===== src/rtl/icache_direct_mapped_if.sv =====
// Fetch-side and refill-side signals of the direct-mapped instruction cache.
// The cache takes the master modport; the PC/memory environment takes slave.
//
// Refill handshake: mem_req is held high with mem_address stable until a
// cycle in which mem_ack is 1; each such cycle transfers exactly one beat on
// mem_rdata. mem_ack without mem_req carries no data and is ignored. Dropping
// mem_req before the last beat cancels the refill.
interface icache_direct_mapped_if;
    logic        invalidate;
    logic [31:0] address;
    logic [31:0] instruction;
    logic        hit;
    logic        mem_req;
    logic [31:0] mem_address;
    logic [31:0] mem_rdata;
    logic        mem_ack;

    modport master (
        input  invalidate,
        input  address,
        input  mem_rdata,
        input  mem_ack,
        output instruction,
        output hit,
        output mem_req,
        output mem_address
    );

    modport slave (
        output invalidate,
        output address,
        output mem_rdata,
        output mem_ack,
        input  instruction,
        input  hit,
        input  mem_req,
        input  mem_address
    );
endinterface


===== src/rtl/icache_direct_mapped.sv =====
// Direct-mapped instruction cache: combinational lookup of the fetch address,
// 4-word line refill from instruction memory when the lookup misses.
// dbg_state is 1 while the refill FSM is in REFILL.
module icache_direct_mapped #(
    parameter int INDEX_BITS = 3
) (
    input  logic                   clk,
    input  logic                   reset,
    icache_direct_mapped_if.master bus,
    output logic                   dbg_state
);
    localparam int LINES    = 1 << INDEX_BITS;
    localparam int TAG_BITS = 32 - 4 - INDEX_BITS;

    typedef enum logic {
        IDLE   = 1'b0,
        REFILL = 1'b1
    } state_e;

    // Fetch address fields
    logic [TAG_BITS-1:0]   a_tag;
    logic [INDEX_BITS-1:0] a_idx;
    logic [1:0]            a_word;

    assign a_word = bus.address[3:2];
    assign a_idx  = bus.address[3+INDEX_BITS:4];
    assign a_tag  = bus.address[31:4+INDEX_BITS];

    // Line storage
    logic [LINES-1:0]    valid_q;
    logic [TAG_BITS-1:0] tag_q  [LINES];
    logic [31:0]         data_q [LINES][4];

    // Control state
    state_e                state_q, state_d;
    logic [1:0]            beat_q, beat_d;
    logic [TAG_BITS-1:0]   lat_tag_q, lat_tag_d;
    logic [INDEX_BITS-1:0] lat_idx_q, lat_idx_d;
    logic                  mem_req_q, mem_req_d;
    logic [31:0]           mem_address_q, mem_address_d;

    // Array write strobes
    logic fill_we;
    logic line_done;
    logic clr_valid;
    logic flush;
    logic lookup_hit;

    // Lookup: only trusted in IDLE, since a refilling line is partially written
    always_comb begin
        lookup_hit      = valid_q[a_idx] && (tag_q[a_idx] == a_tag);
        bus.hit         = (state_q == IDLE) && lookup_hit;
        bus.instruction = data_q[a_idx][a_word];
    end

    assign bus.mem_req     = mem_req_q;
    assign bus.mem_address = mem_address_q;
    assign dbg_state       = (state_q == REFILL);

    // Next-state logic: miss detection, beat sequencing, invalidate override
    always_comb begin
        state_d       = state_q;
        beat_d        = beat_q;
        lat_tag_d     = lat_tag_q;
        lat_idx_d     = lat_idx_q;
        mem_req_d     = mem_req_q;
        mem_address_d = mem_address_q;
        fill_we       = 1'b0;
        line_done     = 1'b0;
        clr_valid     = 1'b0;
        flush         = 1'b0;

        case (state_q)
            IDLE: begin
                if (!lookup_hit) begin
                    // The victim line is invalidated up front so a cancelled
                    // refill can never leave a half-written line looking valid.
                    lat_tag_d     = a_tag;
                    lat_idx_d     = a_idx;
                    beat_d        = 2'd0;
                    clr_valid     = 1'b1;
                    state_d       = REFILL;
                    mem_req_d     = 1'b1;
                    mem_address_d = {a_tag, a_idx, 2'd0, 2'b00};
                end
            end
            REFILL: begin
                if (bus.mem_ack) begin
                    fill_we = 1'b1;
                    beat_d  = beat_q + 2'd1;
                    if (beat_q == 2'd3) begin
                        line_done     = 1'b1;
                        state_d       = IDLE;
                        mem_req_d     = 1'b0;
                        mem_address_d = 32'd0;
                    end else begin
                        mem_address_d = {lat_tag_q, lat_idx_q, beat_d, 2'b00};
                    end
                end
            end
            default: state_d = IDLE;
        endcase

        if (bus.invalidate) begin
            flush         = 1'b1;
            fill_we       = 1'b0;
            line_done     = 1'b0;
            clr_valid     = 1'b0;
            state_d       = IDLE;
            beat_d        = 2'd0;
            mem_req_d     = 1'b0;
            mem_address_d = 32'd0;
        end
    end

    // State and array update; reset wins over invalidate, which wins over the FSM
    always_ff @(posedge clk) begin
        if (reset) begin
            state_q       <= IDLE;
            beat_q        <= 2'd0;
            mem_req_q     <= 1'b0;
            mem_address_q <= 32'd0;
            valid_q       <= '0;
        end else begin
            state_q       <= state_d;
            beat_q        <= beat_d;
            lat_tag_q     <= lat_tag_d;
            lat_idx_q     <= lat_idx_d;
            mem_req_q     <= mem_req_d;
            mem_address_q <= mem_address_d;

            if (flush) begin
                valid_q <= '0;
            end else begin
                if (clr_valid) begin
                    valid_q[lat_idx_d] <= 1'b0;
                end
                if (line_done) begin
                    valid_q[lat_idx_q] <= 1'b1;
                end
            end

            if (fill_we) begin
                data_q[lat_idx_q][beat_q] <= bus.mem_rdata;
            end
            if (line_done) begin
                tag_q[lat_idx_q] <= lat_tag_q;
            end
        end
    end
endmodule


===== src/flat_wrapper.sv =====
// flat-port wrapper written by rule: the top's interface ports become plain ports
module icache_direct_mapped_flat 
#(
    parameter int INDEX_BITS = 3
)
  (clk, reset, dbg_state, bus_invalidate, bus_address, bus_mem_rdata, bus_mem_ack, bus_instruction, bus_hit, bus_mem_req, bus_mem_address);
  icache_direct_mapped_if bus_i ();
  input  logic clk;
  input  logic reset;
  output logic dbg_state;
  input wire logic [$bits(bus_i.invalidate)-1:0] bus_invalidate;
  input wire logic [$bits(bus_i.address)-1:0] bus_address;
  input wire logic [$bits(bus_i.mem_rdata)-1:0] bus_mem_rdata;
  input wire logic [$bits(bus_i.mem_ack)-1:0] bus_mem_ack;
  output wire logic [$bits(bus_i.instruction)-1:0] bus_instruction;
  output wire logic [$bits(bus_i.hit)-1:0] bus_hit;
  output wire logic [$bits(bus_i.mem_req)-1:0] bus_mem_req;
  output wire logic [$bits(bus_i.mem_address)-1:0] bus_mem_address;
  assign bus_i.invalidate = bus_invalidate;
  assign bus_i.address = bus_address;
  assign bus_i.mem_rdata = bus_mem_rdata;
  assign bus_i.mem_ack = bus_mem_ack;
  assign bus_instruction = bus_i.instruction;
  assign bus_hit = bus_i.hit;
  assign bus_mem_req = bus_i.mem_req;
  assign bus_mem_address = bus_i.mem_address;
  icache_direct_mapped #(.INDEX_BITS(INDEX_BITS)) u_core (.clk(clk), .reset(reset), .bus(bus_i), .dbg_state(dbg_state));
endmodule

===== config.mk =====
export PLATFORM = sky130hd
export DESIGN_NAME = icache_direct_mapped_flat
export DESIGN_NICKNAME = d
export VERILOG_FILES = /design/src/rtl/icache_direct_mapped_if.sv /design/src/rtl/icache_direct_mapped.sv /design/src/flat_wrapper.sv
export SDC_FILE = /design/constraint.sdc
export NUM_CORES = 1
export LEC_CHECK = 0
export CAP_MARGIN = 20
export CORE_ASPECT_RATIO = 1.25
export CORE_UTILIZATION = 44
export DETAILED_ROUTE_END_ITERATION = 8
export HOLD_SLACK_MARGIN = 0.12
export SLEW_MARGIN = 15
export SYNTH_ARGS = -nofsm -noshare
export SYNTH_HDL_FRONTEND = slang
export SYNTH_SLANG_ARGS = --single-unit

===== constraint.sdc =====
create_clock -name clk -period 9 [get_ports clk]
set_clock_uncertainty 0.05 [all_clocks]
set_input_delay 0.9 -clock clk [delete_from_list [all_inputs] [get_ports clk]]
set_output_delay 0.9 -clock clk [all_outputs]
set_load 0.01 [all_outputs]

## Word level (Yosys, flattened, before mapping)

Memories as Yosys holds them, arrays and structs flattened.
Cells that the tools add are included.

| storage, ports and cells | value |
|---|---|
| bits in writable memories | 1224 |
| memories | 2 |
| logic and storage cells | 89 |
| output and inout bits | 67 |
| input bits | 68 |
| bits in registers | 72 |

| cells by class | value |
|---|---|
| equal/unequal tests | 5 |
| muxes and demuxes | 48 |
| bitwise logic cells | 8 |
| magnitude comparators | 8 |
| reductions and logical operators | 10 |
| add/subtract/negate cells | 1 |

Memories:

| memory | words | bits a word | rd ports | clocked after memory_dff | write ports | RTL line | source |
|---|---|---|---|---|---|---|---|
| u_core.data_q | 8 | 128 | 1 | 0 | 1 | icache_direct_mapped.sv:32 | `logic [31:0] data_q [LINES][4];` |
| u_core.tag_q | 8 | 25 | 1 | 0 | 1 | icache_direct_mapped.sv:31 | `logic [TAG_BITS-1:0] tag_q [LINES];` |

Operator list:

| operator | number |
|---|---|
| 2-to-1 mux 32 bit | 6 |
| 2-to-1 mux 128 bit | 1 |
| binary-select mux 32 bit (select 2 bit) | 1 |
| demux 32 bit (select 2 bit) | 1 |
| one-hot mux 32 bit (2 select lines) | 1 |
| 2-to-1 mux 8 bit | 4 |
| equality test 25 bit | 1 |
| 2-to-1 mux 1 bit | 24 |
| < comparator 3 x 4 -> 1 bit (second input constant) | 3 |
| AND 8 bit | 1 |
| inverter 8 bit | 1 |
| bitwise OR 8 bit | 1 |
| demux 1 bit (select 3 bit) | 2 |
| greater-or-equal comparator 3 x 1 -> 1 bit (second input constant) | 2 |
| greater-or-equal comparator 3 bit (second input constant) | 2 |
| 2-to-1 mux 3 bit | 2 |
| inequality test 2 bit (second input constant) | 3 |
| inverter 2 -> 3 bit | 2 |
| AND reduction 3 bit | 2 |
| logical AND 1 bit | 5 |
| 2-to-1 mux 2 bit | 2 |
| one-hot mux 1 bit (2 select lines) | 2 |
| one-hot mux 2 bit (2 select lines) | 1 |
| OR reduction 2 bit | 2 |
| 6 further kinds | 8 |

## Logic depth before layout (Yosys ltp)

| depth | value |
|---|---|
| depth in word-level cells | 16 |
| gate-level depth with buffers | 15 |
| gate-level depth less buffers | 8 |

## Worst setup path before layout

No wires, ideal clock.

| path | value |
|---|---|
| path type | input port to flip-flop |
| start | input port bus_address[5] |
| end | register u_core.lat_tag_q[0] (enable) |
| required time | 8512 ps |
| slack | 3886 ps |
| stages on the path | 13 |
| arrival time | 4626 ps |
| setup time | 438 ps |
| path buffers | 7 |
| cell sequence | buf_2 buf_4 buf_4 buf_2 buf_2 mux4_2 mux2i_1 xor2_1 nand4_1 nor4_4 buf_6 buf_4 nor3_1 |

| between the ends | value |
|---|---|
| longest elaborated chain between the ends | 5 |
| elaborated cells on any way between the ends | 7 |
| those cells by class | 1 x eq/ne; 2 x mux; 1 x bitwise; 2 x reduce/logical; 1 x memory |

RTL lines:

| what | RTL line | source |
|---|---|---|
| start: declaration | flat_wrapper.sv:12 | `input wire logic [$bits(bus_i.address)-1:0] bus_address;` |
| memory (8 x 25 bit) or binary-select mux 1 bit (select 3 bit) (tied branches) | n/a |  |
| equality test 25 bit or 2-to-1 mux 1 bit (tied branches) | icache_direct_mapped.sv:51 | `lookup_hit = valid_q[a_idx] && (tag_q[a_idx] == a_tag);` |
| logical AND 1 bit (*) | icache_direct_mapped.sv:51 |  |
| inverter 1 bit (no line) (*) | n/a |  |
| AND reduction 3 bit (no line) (*) | n/a |  |
| end signal: assignment | icache_direct_mapped.sv:127 | `lat_tag_q <= lat_tag_d;` |
| end: declaration | icache_direct_mapped.sv:37 | `logic [TAG_BITS-1:0] lat_tag_q, lat_tag_d;` |

Mark *: on every way between the ends. The rest lies on a longest branch, timed or not. The select of a mux whose other input is x is not followed.
A chain may end at the register's enable or synchronous reset.

## Worst setup path in the final report

| path | value |
|---|---|
| start | input port bus_address[6] |
| end | output port bus_hit |

| between the ends | value |
|---|---|
| longest elaborated chain between the ends | 4 |
| elaborated cells on any way between the ends | 6 |
| those cells by class | 1 x eq/ne; 2 x mux; 2 x reduce/logical; 1 x memory |

RTL lines:

| what | RTL line | source |
|---|---|---|
| memory (8 x 25 bit) or binary-select mux 1 bit (select 3 bit) (tied branches) | n/a |  |
| equality test 25 bit or 2-to-1 mux 1 bit (tied branches) | icache_direct_mapped.sv:51 |  |
| logical AND 1 bit (*) | icache_direct_mapped.sv:51 |  |
| logical AND 1 bit (*) | icache_direct_mapped.sv:52 | `bus.hit = (state_q == IDLE) && lookup_hit;` |
| end: declaration | flat_wrapper.sv:16 | `output wire logic [$bits(bus_i.hit)-1:0] bus_hit;` |

Marked as above.

==> run_results.csv <==
group,metric,value,unit
run_status,outcome,"completed",
layout,drive_above_1_share,29.3,%
logic_synthesis,synth_top_family_by_area,"multiplexers",
logic_synthesis,synthArstFlopShare,0,%
min_path,hold_start,"u_core.valid_q[6]$_SDFF_PP0_",
floorplan,placementRows,137,
drt,wl_per_cell,30.7,um
critical_path,reg2reg_slack,5.34,ns
pwr,peakVddDrop,0.182,mV
logic_synthesis,synth_ff_type,"edfxtp_1",
layout,antenna_cells,0,
logic_synthesis,avgSynthCellArea,23.2,um2
clock_tree,clock-root-buffer,"clkbuf_16",
critical_path,cp_slowest_stage_delay,0.81,ns
logic_synthesis,synthAdderAreaFrac,0.100,%
clock_tree,cts.repair.resized,0,
floorplan,coreArea,112000,um2
clock_tree,cts_num_sinks,1293,
logic_synthesis,yosys.cell_count.top_type,"edfxtp_1",
sta,relSlewSlack,16.7,%
clock_tree,clk_latency,0.73,ns
critical_path,worst_path_max_delay_cell,"buf_4",
logic_synthesis,yosysUniqueCellTypes,52,
logic_synthesis,synth-edff-count,1252,
logic_synthesis,synth_commonest_cells,"1252 x edfxtp_1, 358 x mux4_2, 68 x clkbuf_1",
logic_synthesis,yosys.area_share.simple,2.11,%
critical_path,path_class,"input port to output port",
critical_path,crit_path_end_kind,"output port",
logic_synthesis,synthXorXnorAreaFrac,0.368,%
layout,areaGrowthSynthToFinish,15.0,%
logic_synthesis,synthCells,2153,
critical_path,cp_common_cell,"buf_4",
pwr,leakagePower,0.0177,uW
critical_path,startpoint_type,"input port",
grt,first_global_vias,24300,
logic_synthesis,synth_area,49900,um2
grt,overflow,0,
logic_synthesis,synth_area_leaders,"edfxtp_1 75%, mux4_2 16%, dfxtp_1 1.6%, mux2i_1 0.82%, mux2_2 0.79%",
grt,antenna_found_initial,5,
clock_tree,htree_levels,4,
logic_synthesis,yosysSeqAreaShare,77.0,%
grt,grt_pass1_wl,171000,um
critical_path,crit_path_cell_trace,"clkbuf_8 > buf_4 > mux2i_1 > a22o_1 > o21ai_0 > nand4_1 > or4_4 > nor4_4 > buf_4 > nand2b_2 > inv_1 > clkdlybuf4s50_1",
critical_path,cp.arrival,5.36,ns
sta,setup_violations,0,
drt,dr_wl_met3,7780,um
sta,tightest_slew,1.25,ns
logic_synthesis,yosysWarnings,0,
sta,post-route-period-util,70.1,%
floorplan,dieWidth,303,um
critical_path,rr_startpoint,"u_core.tag_q[6][11]$_DFFE_PP_",
critical_path,cp_max_fo,59,
sta,clock.fmax,158,MHz
min_path,hold_depth,2,
clock_tree,clk_pin_slew,0.06,ns
pwr,p_total,12500,uW
drt,met2_length,59600,um
sta,tns,0,ns
critical_path,reg2reg_to,"u_core.lat_idx_q[1]$_DFFE_PN_",
place,place_congestion,0.749,
critical_path,reg2reg_depth,9,
grt,grt_max_degree,167,
drt,drt_first_pass_iters,5,
logic_synthesis,synth-compound-area-share,1.39,%
clock_tree,cts_setup_buffers,0,
critical_path,crit_required,8.05,ns
drt,top_layer,"met5",
logic_synthesis,yosys_register_bits,1293,
clock_tree,cts_tree,"built",
drt,vias,23300,
drt,antenna_left,0,
place,hpwlAfterDp,57600,um
pwr,power_density,218,nW/um2
floorplan,die_area,115000,um2
logic_synthesis,synthMuxAreaShare,17.9,%
clock_tree,cts_max_path_buffers,3,
drt,drc,0,
min_path,holdPathEnd,"u_core.valid_q[6]$_SDFF_PP0_",
floorplan,dieHeight,379,um
sta,maxSlewViolCount,0,
sta,finalHoldViolCount,0,
sta,min_period,6.31,ns
drt,drt_iter0_drc,2299,
layout,nets,2420,
sta,rsz0062_at_grt,"false",
grt,track_usage,21.2,%
drt,vias_per_cell,5.95,
clock_tree,hold_buffers,0,
logic_synthesis,synth_top_cell_area_share,75.3,%
floorplan,start_util,44.5,%
drt,wirelength,120000,um
place,place.port_buffers,130,
clock_tree,numCtsBuffers,130,
drt,drt-met1-wl,49600,um
min_path,hold_path_class,"register to register",
job,drv_cap,0,
floorplan,ios,135,
logic_synthesis,synth_top_area_cell,"edfxtp_1",
==> placed cells by master, fill, tap and decap left out, types with 24 or more instances in the layout <==
master,synthesis,final
a22oi_1,36,36
buf_4,10,55
clkbuf_1,68,34
clkbuf_16,0,135
clkdlybuf4s50_1,0,125
clkinv_1,0,24
dfxtp_1,41,40
edfxtp_1,1252,1252
mux2_2,35,35
mux2i_1,41,41
mux4_2,358,358
nand4b_1,27,27
nor2_4,1,33
o211ai_1,27,27
or4b_2,26,26
==> logic make-up after synthesis <==
kind of cell / after synthesis
simple gates: 164
flops: 1293
mux: 437
buf+inv: 135
fa+ha+maj: 4
other cells: 1
xor+xnor: 21
compound gates: 98
==> worst max-delay path: cells and delay by family <==
family / cells / cell delay [ns]
AND/OR/NAND/NOR: 4 / 1.16
buffers and inverters: 5 / 2.58
multiplexers: 1 / 0.17
AO/OA/AOI/OAI: 2 / 0.46
==> per-stage QoR <==
stage	hold WS, ns	util [%]	worst slack (ns)	instances	cell area (um2)
floorplan	0.429	-	3.89	2154	49900
global placement	0.440	47.4	2.69	3670	53200
detailed placement	0.450	47.4	2.67	3670	53200
CTS	0.463	51.1	2.65	3904	57300
global route	0.497	51.2	2.38	3909	57400
finish	0.469	51.2	2.69	3909	57400
==> layout make-up <==
cell class | instances | area (um2)
Timing Repair Buffer | 191 | 1850
Clock inverter | 64 | 586
Multi-Input combinational cell | 726 | 11200
Tap cell | 1459 | 1830
Inverter | 6 | 22.5
Fill cell | 8723 | 54700
Clock buffer | 170 | 3520
Sequential cell | 1293 | 38400
==> registers in the layout, indices dropped and copies added (netlist names) <==
name,cells
u_core.lat_idx_q,3
u_core.bus.mem_address,30
u_core.valid_q,8
u_core.beat_q,1
u_core.tag_q,200
u_core.data_q,1024
u_core.bus.mem_req,1
u_core.lat_tag_q,25
u_core.dbg_state,1
==> power by group <==
| group | leakage (uW) | switching (uW) | internal, uW |
|---|---|---|---|
| combinational | 0.00408 | 319 | 281 |
| sequential | 0.0116 | 24.6 | 6620 |
| clock | 0.00200 | 2210 | 3040 |
| total | 0.0177 | 2550 | 9940 |
==> routing by layer <==
| layer | vias to the layer above | GRT usage, % |
|---|---|---|
| met5 | - | 0 |
| met4 | 4 | 6.45 |
| met3 | 193 | 3.37 |
| met2 | 879 | 34.6 |
| met1 | 12600 | 29.4 |
| li1 | 9615 | - |
==> worst max path at each step <==
stage                    from                            end  slack (ns)  cells after the start
2_1_floorplan  bus_address[5]  u_core.lat_tag_q[0]$_DFFE_PP_        3.89                     13
3_3_place_gp   bus_address[6]                        bus_hit        2.69                     12
3_5_place_dp   bus_address[6]                        bus_hit        2.67                     12
4_1_cts        bus_address[6]                        bus_hit        2.65                     12
5_1_grt        bus_address[6]                        bus_hit        2.38                     12
6_report       bus_address[6]                        bus_hit        2.69                     12
Note: power is estimated with default switching activity, not from simulation.
